File: src/rtl/config_write_queue.sv
`default_nettype none
// ============================================================================
// Module      : config_write_queue
// Description : Buffers CPU peripheral writes (address, data) in a small FIFO
//               and replays them to the 64-bit config latch loader as
//               one-cycle write pulses. Nothing is issued while the loader
//               reports busy. The module also reports queue level, a sticky
//               overflow flag and a per-load completion pulse.
// Ports       : clk, rst_n         - clock, synchronous active-low reset
//               bus_wr/addr/wdata  - CPU write strobe, address, data
//               bus_ready          - queue not full
//               ldr_busy           - loader busy flag
//               ldr_write_req      - one-cycle write pulse to loader
//               ldr_address/data   - payload, valid with ldr_write_req
//               q_level            - current entry count
//               overflow / ovf_clr - sticky dropped-write flag and its clear
//               load_done          - pulse when a LOAD_ADDR-triggered load ends
// Revision    : 1.0 - initial release
// ============================================================================
module config_write_queue #(
    parameter int         DEPTH     = 4,
    parameter logic [5:0] LOAD_ADDR = 6'hC
) (
    input  logic                     clk,
    input  logic                     rst_n,
    input  logic                     bus_wr,
    input  logic [5:0]               bus_addr,
    input  logic [31:0]              bus_wdata,
    output logic                     bus_ready,
    input  logic                     ldr_busy,
    output logic                     ldr_write_req,
    output logic [5:0]               ldr_address,
    output logic [31:0]              ldr_data,
    output logic [$clog2(DEPTH):0]   q_level,
    output logic                     overflow,
    input  logic                     ovf_clr,
    output logic                     load_done
);

    localparam int PW = $clog2(DEPTH);
    localparam int CW = PW + 1;
    localparam logic [CW-1:0] C_FULL = CW'(DEPTH);

    localparam logic [0:0] S_IDLE  = 1'b0;
    localparam logic [0:0] S_ISSUE = 1'b1;

    logic [0:0]    state_q, state_d;
    logic [PW-1:0] wr_ptr_q, rd_ptr_q;
    logic [CW-1:0] count_q;
    logic [37:0]   mem_q [DEPTH];
    logic [5:0]    ldr_address_q;
    logic [31:0]   ldr_data_q;
    logic          overflow_q;
    logic          load_pending_q;
    logic          busy_q;
    logic          load_done_q;

    logic          w_full;
    logic          w_push;
    logic          w_drop;
    logic          w_pop;
    logic          w_done;
    logic          w_load_issued;

    // Fullness uses the registered count only: a pop in the same cycle does
    // not free a slot for the incoming write.
    assign w_full    = (count_q == C_FULL);
    assign w_push    = bus_wr && !w_full;
    assign w_drop    = bus_wr && w_full;
    assign bus_ready = !w_full;

    // Completion: loader was busy last cycle and has just gone idle.
    assign w_done        = load_pending_q && busy_q && !ldr_busy;
    assign w_load_issued = ldr_write_req && (ldr_address_q == LOAD_ADDR);

    // ---------------- FSM: state register ----------------
    always_ff @(posedge clk) begin
        if (!rst_n) begin
            state_q <= S_IDLE;
        end else begin
            state_q <= state_d;
        end
    end

    // ---------------- FSM: next state / pop decision ----------------
    always_comb begin
        state_d = state_q;
        w_pop   = 1'b0;
        case (state_q)
            S_IDLE: begin
                if ((count_q != '0) && !ldr_busy) begin
                    w_pop   = 1'b1;
                    state_d = S_ISSUE;
                end
            end
            S_ISSUE: begin
                // count_q already reflects the pop that fed the current pulse.
                // A LOAD_ADDR issue always returns to IDLE: the loader raises
                // busy one cycle after its pulse, so a gap is needed before
                // busy can be trusted again.
                if ((ldr_address_q != LOAD_ADDR) && (count_q != '0) && !ldr_busy) begin
                    w_pop = 1'b1;
                end else begin
                    state_d = S_IDLE;
                end
            end
            default: state_d = S_IDLE;
        endcase
    end

    // ---------------- FSM: outputs ----------------
    always_comb begin
        ldr_write_req = (state_q == S_ISSUE);
    end

    // ---------------- Storage array (no reset needed) ----------------
    always_ff @(posedge clk) begin
        if (w_push) begin
            mem_q[wr_ptr_q] <= {bus_addr, bus_wdata};
        end
    end

    // ---------------- Pointers, count, loader payload, status ----------------
    always_ff @(posedge clk) begin
        if (!rst_n) begin
            wr_ptr_q       <= '0;
            rd_ptr_q       <= '0;
            count_q        <= '0;
            ldr_address_q  <= '0;
            ldr_data_q     <= '0;
            overflow_q     <= 1'b0;
            load_pending_q <= 1'b0;
            busy_q         <= 1'b0;
            load_done_q    <= 1'b0;
        end else begin
            if (w_push) begin
                wr_ptr_q <= wr_ptr_q + PW'(1);
            end
            if (w_pop) begin
                rd_ptr_q      <= rd_ptr_q + PW'(1);
                ldr_address_q <= mem_q[rd_ptr_q][37:32];
                ldr_data_q    <= mem_q[rd_ptr_q][31:0];
            end
            case ({w_push, w_pop})
                2'b10:   count_q <= count_q + CW'(1);
                2'b01:   count_q <= count_q - CW'(1);
                default: count_q <= count_q;
            endcase
            // Set wins over clear.
            if (w_drop) begin
                overflow_q <= 1'b1;
            end else if (ovf_clr) begin
                overflow_q <= 1'b0;
            end
            busy_q         <= ldr_busy;
            load_done_q    <= w_done;
            load_pending_q <= w_load_issued || (load_pending_q && !w_done);
        end
    end

    assign ldr_address = ldr_address_q;
    assign ldr_data    = ldr_data_q;
    assign q_level     = count_q;
    assign overflow    = overflow_q;
    assign load_done   = load_done_q;

endmodule
`default_nettype wire

File: config.mk
export PLATFORM = sky130hd
export DESIGN_NAME = config_write_queue
export DESIGN_NICKNAME = d
export VERILOG_FILES = /design/src/rtl/config_write_queue.sv
export SDC_FILE = /design/constraint.sdc
export NUM_CORES = 1
export LEC_CHECK = 0
export CAP_MARGIN = 25
export CORE_MARGIN = 8
export CORE_UTILIZATION = 62
export DETAILED_ROUTE_END_ITERATION = 8
export DONT_BUFFER_PORTS = 1
export PLACE_DENSITY = 0.78
export SETUP_SLACK_MARGIN = 0.05
export SLEW_MARGIN = 10
export SYNTH_ARGS = -nofsm -noshare
export SYNTH_HDL_FRONTEND = slang
export SYNTH_SLANG_ARGS = --single-unit
File: constraint.sdc
create_clock -name clk -period 3.3 [get_ports clk]
set_clock_uncertainty 0.1 [all_clocks]
set_input_delay 0.33 -clock clk [delete_from_list [all_inputs] [get_ports clk]]
set_output_delay 0.33 -clock clk [all_outputs]
set_load 0.005 [all_outputs]
==> metrics.md, run 1 <==
| Metric | Value |
|---|---|
| Clock-pin slew on the worst setup and hold paths | ~0.06 ns |
| Worst-Margin Slew | approximately 0.83 ns |
| Drt first pass iters | 6 |
| Core Area | about 12000 sq um |
| Largest net degree at the start of global routing | 50 |
| Arr. time, crit path | around 2.9 ns |
| RSZ-0062 raised after global routing | false |
| Crit. End Element | flop |
| Clk buf depth | 3 |
| Setup crit start kind | flop |
| Core Util, Final | around 73% |
| Worst rel slew slack | roughly 45% |
| Post-route setup TNS | 0 ns |
| Peak supply drop | 0.000676 V |
| Nets | approximately 530 |
| DIE WIDTH | 127 um |
| Hold crit path type | input pin to flop |
| Sink Count | roughly 200 |
| Ratio of cells with drive above 1 in the final layout | 21.3% |
| Drt wl/cell | roughly 22 um |
| Inserted Diodes | 0 |
| Pwr per Cell Area | 761 nW/um^2 |
| Top cells by instance count after synthesis | edfxtp_1 (152), nand2_1 (70), dfxtp_1 (50) |
| Share of the synthesized area in the top cell type | ~60% |
| EDFF count, synth | 152 |
| Slew Viols, Final | 0 |
| 1st-iter DRT viols | 284 |
| Worst Path Max Fanout | 7 |
| # DRC | 0 |
| Die H | approximately 130 um |
| Syn Inst Count | 431 |
| CTS tree | yes |
| DPL Wire Length | slightly below 8 mm |
| Vias | around 3800 |
| WL final | roughly 14 mm |
| Max Fclk | just under 400 MHz |
| Hold Slack | between 0.03 and 0.04 ns |
| Clock H-tree levels | 1 |
| DRT antenna net count | 0 |
| CTS Buf Count | 20 |
| Mapped Nets | between 400 and 500 |
| GRT Util Overall | ~17% |
| Top_reg_cell synth | edfxtp_1 |
| First-pass GRT wire length | 21.9 mm |
| Synth unique cells | 33 |
| Vias in the first global route | 4024 |
| Worst EP required | roughly 3.6 ns |
| Number of synthesized register bits | ~200 |
| IO Count | 88 |
| Overflow after GRT | 0 |
| Setup violations, final | 0 |
| Initial Util | between 60% and 70% |
| Synth area leaders | edfxtp_1 (60%), dfxtp_1 (13%), mux4_2 (11%), nand2_1 (3.5%), a21boi_1 (3.0%) |
| Syn_area_per_cell | 17.6 sq um |
| Seq/Total Area, Yosys | around three quarters |
| Area Overhead vs Synth | 15.4% |
| Leakage | between 2 and 3 nW |
| RePlAce Congestion | 0.736 |
| Clk root buf | clkbuf_16 |
| Die area | roughly 16000 sq um |
| Async S/R FF share, synth | 0% |
| Final Critical Period | roughly 2.6 ns |
| YS warnings | 0 |
| Most frequent cell after synthesis | edfxtp_1 |
| Final Hold Fails | 0 |
| IO buf count | 0 |
| Initial antenna violation count | 0 |
| Yosys top cell by area | edfxtp_1 |
| Post-Synthesis Cell Area | ~7600 sq um |
| Outcome | finished, final reports clean |
| Via density | between 5 and 6 |
| Tcrit/Tclk final | around four fifths |
| Worst skew pair latency | approximately 0.48 ns |
| Crit Path Class | flop to flop |
| Max Cap Viol | 0 |
| Row cnt | 40 |
-- state kept, by name (all words and copies together), names as in the netlist --
| signal | flops |
|---|---|
| load_done | 1 |
| busy_q | 1 |
| ldr_data | 32 |
| overflow | 1 |
| load_pending_q | 1 |
| q_level | 3 |
| rd_ptr_q | 2 |
| ldr_write_req | 1 |
| mem_q | 152 |
| ldr_address | 6 |
| wr_ptr_q | 2 |
-- kinds of logic (layout without fill, tap and decap cells) --
group | after synthesis | count (layout) | share of synthesized area, %
xor+xnor | 4 | 4 | 0.463
simple gates | 99 | 99 | 6.24
fa+ha+maj | 6 | 6 | 1.09
buf+inv | 33 | 94 | 2.18
mux | 38 | 38 | 11.3
flops | 202 | 202 | 73.5
compound gates | 49 | 49 | 5.24
-- cells in the final DEF (no fill, tap or decap), types with 4 or more instances in the layout --
cell type	count
edfxtp_1	152
nand2_1	70
dfxtp_1	48
dlygate4sd3_1	41
mux4_2	38
a21boi_1	30
clkbuf_16	21
nand2_2	10
a21boi_2	10
inv_1	8
and2_1	7
clkbuf_1	7
buf_4	6
ha_1	5
and3_2	4
o21ai_0	4
-- stage by stage --
step / instances / area (sq um) / worst slack [ns] / power [mW]
5_1_grt: 639 / 8740 / 0.577 / 6.96
3_3_place_gp: 561 / 7680 / 0.830 / 4.53
3_5_place_dp: 562 / 7700 / 0.730 / 4.58
4_1_cts: 639 / 8740 / 0.724 / 6.71
6_report: 639 / 8740 / 0.708 / 6.65
2_1_floorplan: 431 / 7570 / 0.894 / 4.32
-- final timing paths --
check | startpoint | endpoint | slack, ns | depth (start not counted)
worst min register to register | ldr_data[27] | ldr_data[27] | 0.38 | 2
worst max register to register | q_level[2] | q_level[2] | 0.71 | 9
worst max-delay path | q_level[2] | q_level[2] | 0.71 | 9
worst min-delay path | bus_wr | overflow | 0.04 | 3
-- critical path: stages, from the launching register on --
cell and delay [ns]:
dfxtp_1 0.40, or3b_1 0.51, and2_4 0.23, inv_2 0.05, ha_1 0.17, inv_1 0.06, fa_1 0.38, xor2_1 0.16
or3_1 0.29, a21boi_0 0.17
-- per-layer routing --
layer  vias to the layer above  wire length [um]  part of all wire, %  global-route usage (%)
met1                      1926              5520                   40                    21.6
met2                       109              7060                   51                    30.1
met4                         0               251                  1.8                    5.02
li1                       1714                 -                    -                       -
met5                         -                 0                    0                       0
met3                        18               932                  6.8                    4.23
-- report_power, final --
part / internal [mW] / switching (mW) / total (mW)
combinational: 0.586 / 0.548 / 1.13
sequential: 3.10 / 0.331 / 3.43
clock: 1.21 / 0.870 / 2.08
-- final cells by class --
type	instances	area (sq um)
Clock inverter	5	27.5
Fill cell	737	3220
Tap cell	147	184
Sequential cell	202	5570
Timing Repair Buffer	49	495
Multi-Input combinational cell	196	1850
Clock buffer	30	579
Inverter	10	37.5
-- timing repair --
| action | in CTS | in global routing |
|---|---|---|
| setup buffers | 0 | 0 |
| resized for setup | 0 | 0 |
| endpoints found under the hold margin | 202 | 0 |
| hold buffers | 42 | 0 |
Note: power is estimated with default switching activity, not from simulation.
==> run 2, diff against run 1 <==
Clock period 3.3 ns to 2.6 ns, I/O delays scaled along.
==> run 2 against run 1 <==
Against the previous run:
- non-clock buffer count grew 6
- flip-flop and latch count is the same
- worst setup slack lost 0.56 ns
- power grew 33%
- critical path type unchanged
- critical endpoint unchanged
- largest cell class unchanged
- largest power group unchanged
- highest routed layer unchanged
==> metrics.md, run 2 (synthesis results as in run 1) <==
| Metric | Value |
|---|---|
| CTS Buf Count | 21 (was 20) |
| DRT antenna net count | 0 (unchanged) |
| Setup crit start kind | flop (unchanged) |
| IO Count | 88 (unchanged) |
| Clk buf depth | 3 (unchanged) |
| DIE WIDTH | 127 um (unchanged) |
| Non-filler cells, final | 646 (was 639) |
| Crit path max-delay cell type | or3b_1 (unchanged) |
| Most frequent cells in the layout | edfxtp_1 (152), nand2_1 (70), dfxtp_1 (45) (was edfxtp_1 (152), nand2_1 (70), dfxtp_1 (48)) |
| Met3 Track Usage GR | 4.57% (was 4.23%) |
| Clock-pin slew on the worst setup and hold paths | 0.06 ns (about the same) |
| Arr. time, crit path | 2.76 ns (was 2.88 ns) |
| # DRC | 0 (unchanged) |
| DPL Wire Length | 7.94 mm (was 7.92 mm) |
| Area Overhead vs Synth | 17.9% (was 15.4%) |
| Max Cap Viol | 0 (unchanged) |
| Leakage | 2.93 nW (was 2.86 nW) |
| Final Critical Period | 2.46 ns (was 2.59 ns) |
| Setup violations, final | 0 (unchanged) |
| Overflow after GRT | 0 (unchanged) |
| Total power | 8.83 mW (was 6.65 mW) |
| Vias | 3857 (was 3767) |
| Ratio of cells with drive above 1 in the final layout | 22.0% (was 21.3%) |
| CTS tree | yes (unchanged) |
| Post-CTS setup buffer count | 0 (unchanged) |
| Worst Path Buf+Inv | 2 (unchanged) |
| Crit. End Element | flop (unchanged) |
| Grt met2 use | 31.4% (was 30.1%) |
| Most common cell after layout, fill and taps aside | edfxtp_1 (unchanged) |
| RSZ-0062 raised after global routing | false (unchanged) |
| Die H | 127 um (unchanged) |
| Sink Count | 202 (unchanged) |
| WL final | 14.2 mm (was 13.8 mm) |
| Worst EP required | 2.90 ns (was 3.59 ns) |
| GRT busiest layer | met2 (unchanged) |
| Worst-Margin Slew | 0.564 ns (was 0.830 ns) |
| Flip-flop count of the largest register after layout | 152 (unchanged) |
| Hold crit path type | input pin to flop (unchanged) |
| Core Area | 12000 sq um (unchanged) |
| Inserted Diodes | 0 (unchanged) |
| Crit Path Class | flop to flop (unchanged) |
| RePlAce Congestion | 0.761 (was 0.736) |
| Vias in the first global route | 4097 (was 4024) |
| Max Fclk | 407 MHz (was 386 MHz) |
| First-pass GRT wire length | 22.6 mm (was 21.9 mm) |
| Largest delay contributor family on the critical path | simple AND/OR/NAND/NOR gates (unchanged) |
| Max incr delay on CP | 0.42 ns (was 0.51 ns) |
| 1st-iter DRT viols | 210 (was 284) |
| Worst skew pair latency | 0.48 ns (about the same) |
| Initial Util | 63.3% (unchanged) |
| Die area | 16000 sq um (unchanged) |
| Worst Path Max Fanout | 5 (was 7) |
| Clk root buf | clkbuf_16 (unchanged) |
| Via density | 5.97 (was 5.90) |
| Row cnt | 40 (unchanged) |
| Filler Cell Count | 715 (was 737) |
| Cell Chain, Critical Path | or3b_1 -> and2_4 -> inv_2 -> ha_1 -> inv_1 -> fa_1 -> xor2_1 -> or3_1 -> a21boi_0 (unchanged) |
| Post-route setup TNS | 0 ns (unchanged) |
| Biggest register | mem_q (unchanged) |
| Clock H-tree levels | 1 (unchanged) |
| Pwr per Cell Area | 988 nW/um^2 (was 761 nW/um^2) |
| Outcome | finished, final reports clean (unchanged) |
| Tcrit/Tclk final | 94.5% (was 78.6%) |
| Nets | 535 (was 528) |
| R2R Setup Slk | 0.14 ns (was 0.71 ns) |
| Global Route met1 Usage | 22.0% (was 21.6%) |
| Worst rel slew slack | 62.4% (was 44.7%) |
| Drt wl/cell | 22.0 um (was 21.5 um) |
| Largest net degree at the start of global routing | 50 (unchanged) |
| IO buf count | 0 (unchanged) |
| Slew Viols, Final | 0 (unchanged) |
| Initial antenna violation count | 0 (unchanged) |
| Peak supply drop | 0.000889 V (was 0.000676 V) |
| Drt first pass iters | 5 (was 6) |
| Dpl cells | 565 (was 562) |
| GRT Util Overall | 18.1% (was 17.5%) |
| Final Hold Fails | 0 (unchanged) |
[run 2: cell types whose count changed in the layout (fill, tap and decap cells not counted), sizes merged]
cell and change:
clkinv +1, dlygate4sd3 +3, buf +3, bufinv +3
clkbuf -3
[run 2: cell type report]
| type | count | area [sq um] | area share (%) |
|---|---|---|---|
| Tap cell | 147 | 184 | 2.06 |
| Timing Repair Buffer | 55 | 611 | 6.84 |
| Sequential cell | 202 | 5580 | 62.5 |
| Inverter | 10 | 37.5 | 0.420 |
| Clock buffer | 27 | 558 | 6.25 |
| Clock inverter | 9 | 114 | 1.28 |
| Multi-Input combinational cell | 196 | 1850 | 20.7 |
[run 2: timing repair]
| item | in CTS | in global routing |
|---|---|---|
| hold endpoints to repair | 202 | 0 |
| setup endpoints to repair | 0 | 1 |
| hold buffers | 45 | 0 |
| resized for setup | 0 | 4 |
[run 2: final timing paths]
check | from | depth (start not counted) | end
worst max-delay path | q_level[0] | 9 | q_level[2]
worst min-delay path | bus_wr | 2 | mem_q[3][26]
worst max register to register | q_level[0] | 9 | q_level[2]
worst min register to register | ldr_data[10] | 2 | ldr_data[10]
[run 2: through the flow]
stage / area, sq um / hold WS, ns / util [%] / setup WS [ns]
after floorplan: 7570 / 0.237 / - / 0.194
after global placement: 7790 / 0.244 / 65.1 / 0.268
after detailed placement: 7790 / 0.254 / 65.1 / 0.127
after CTS: 8920 / 0.240 / 74.6 / 0.117
after global routing: 8930 / 0.249 / 74.6 / 0.0360
final: 8930 / 0.243 / 74.6 / 0.143
[run 2: routing by layer]
| layer | routed length, um | up-vias | part of all wire (%) |
|---|---|---|---|
| met4 | 257 | 0 | 1.8 |
| met3 | 1040 | 24 | 7.3 |
| li1 | - | 1741 | - |
| met5 | 0 | - | 0 |
| met2 | 7390 | 132 | 52 |
| met1 | 5540 | 1960 | 39 |
[run 2: where the power goes]
group / total (mW) / internal (mW) / switching [mW] / leakage, nW
logic: 1.61 / 0.820 / 0.794 / 0.800
registers: 4.30 / 3.94 / 0.356 / 1.81
clock network: 2.91 / 1.80 / 1.11 / 0.326
total: 8.83 / 6.56 / 2.26 / 2.93
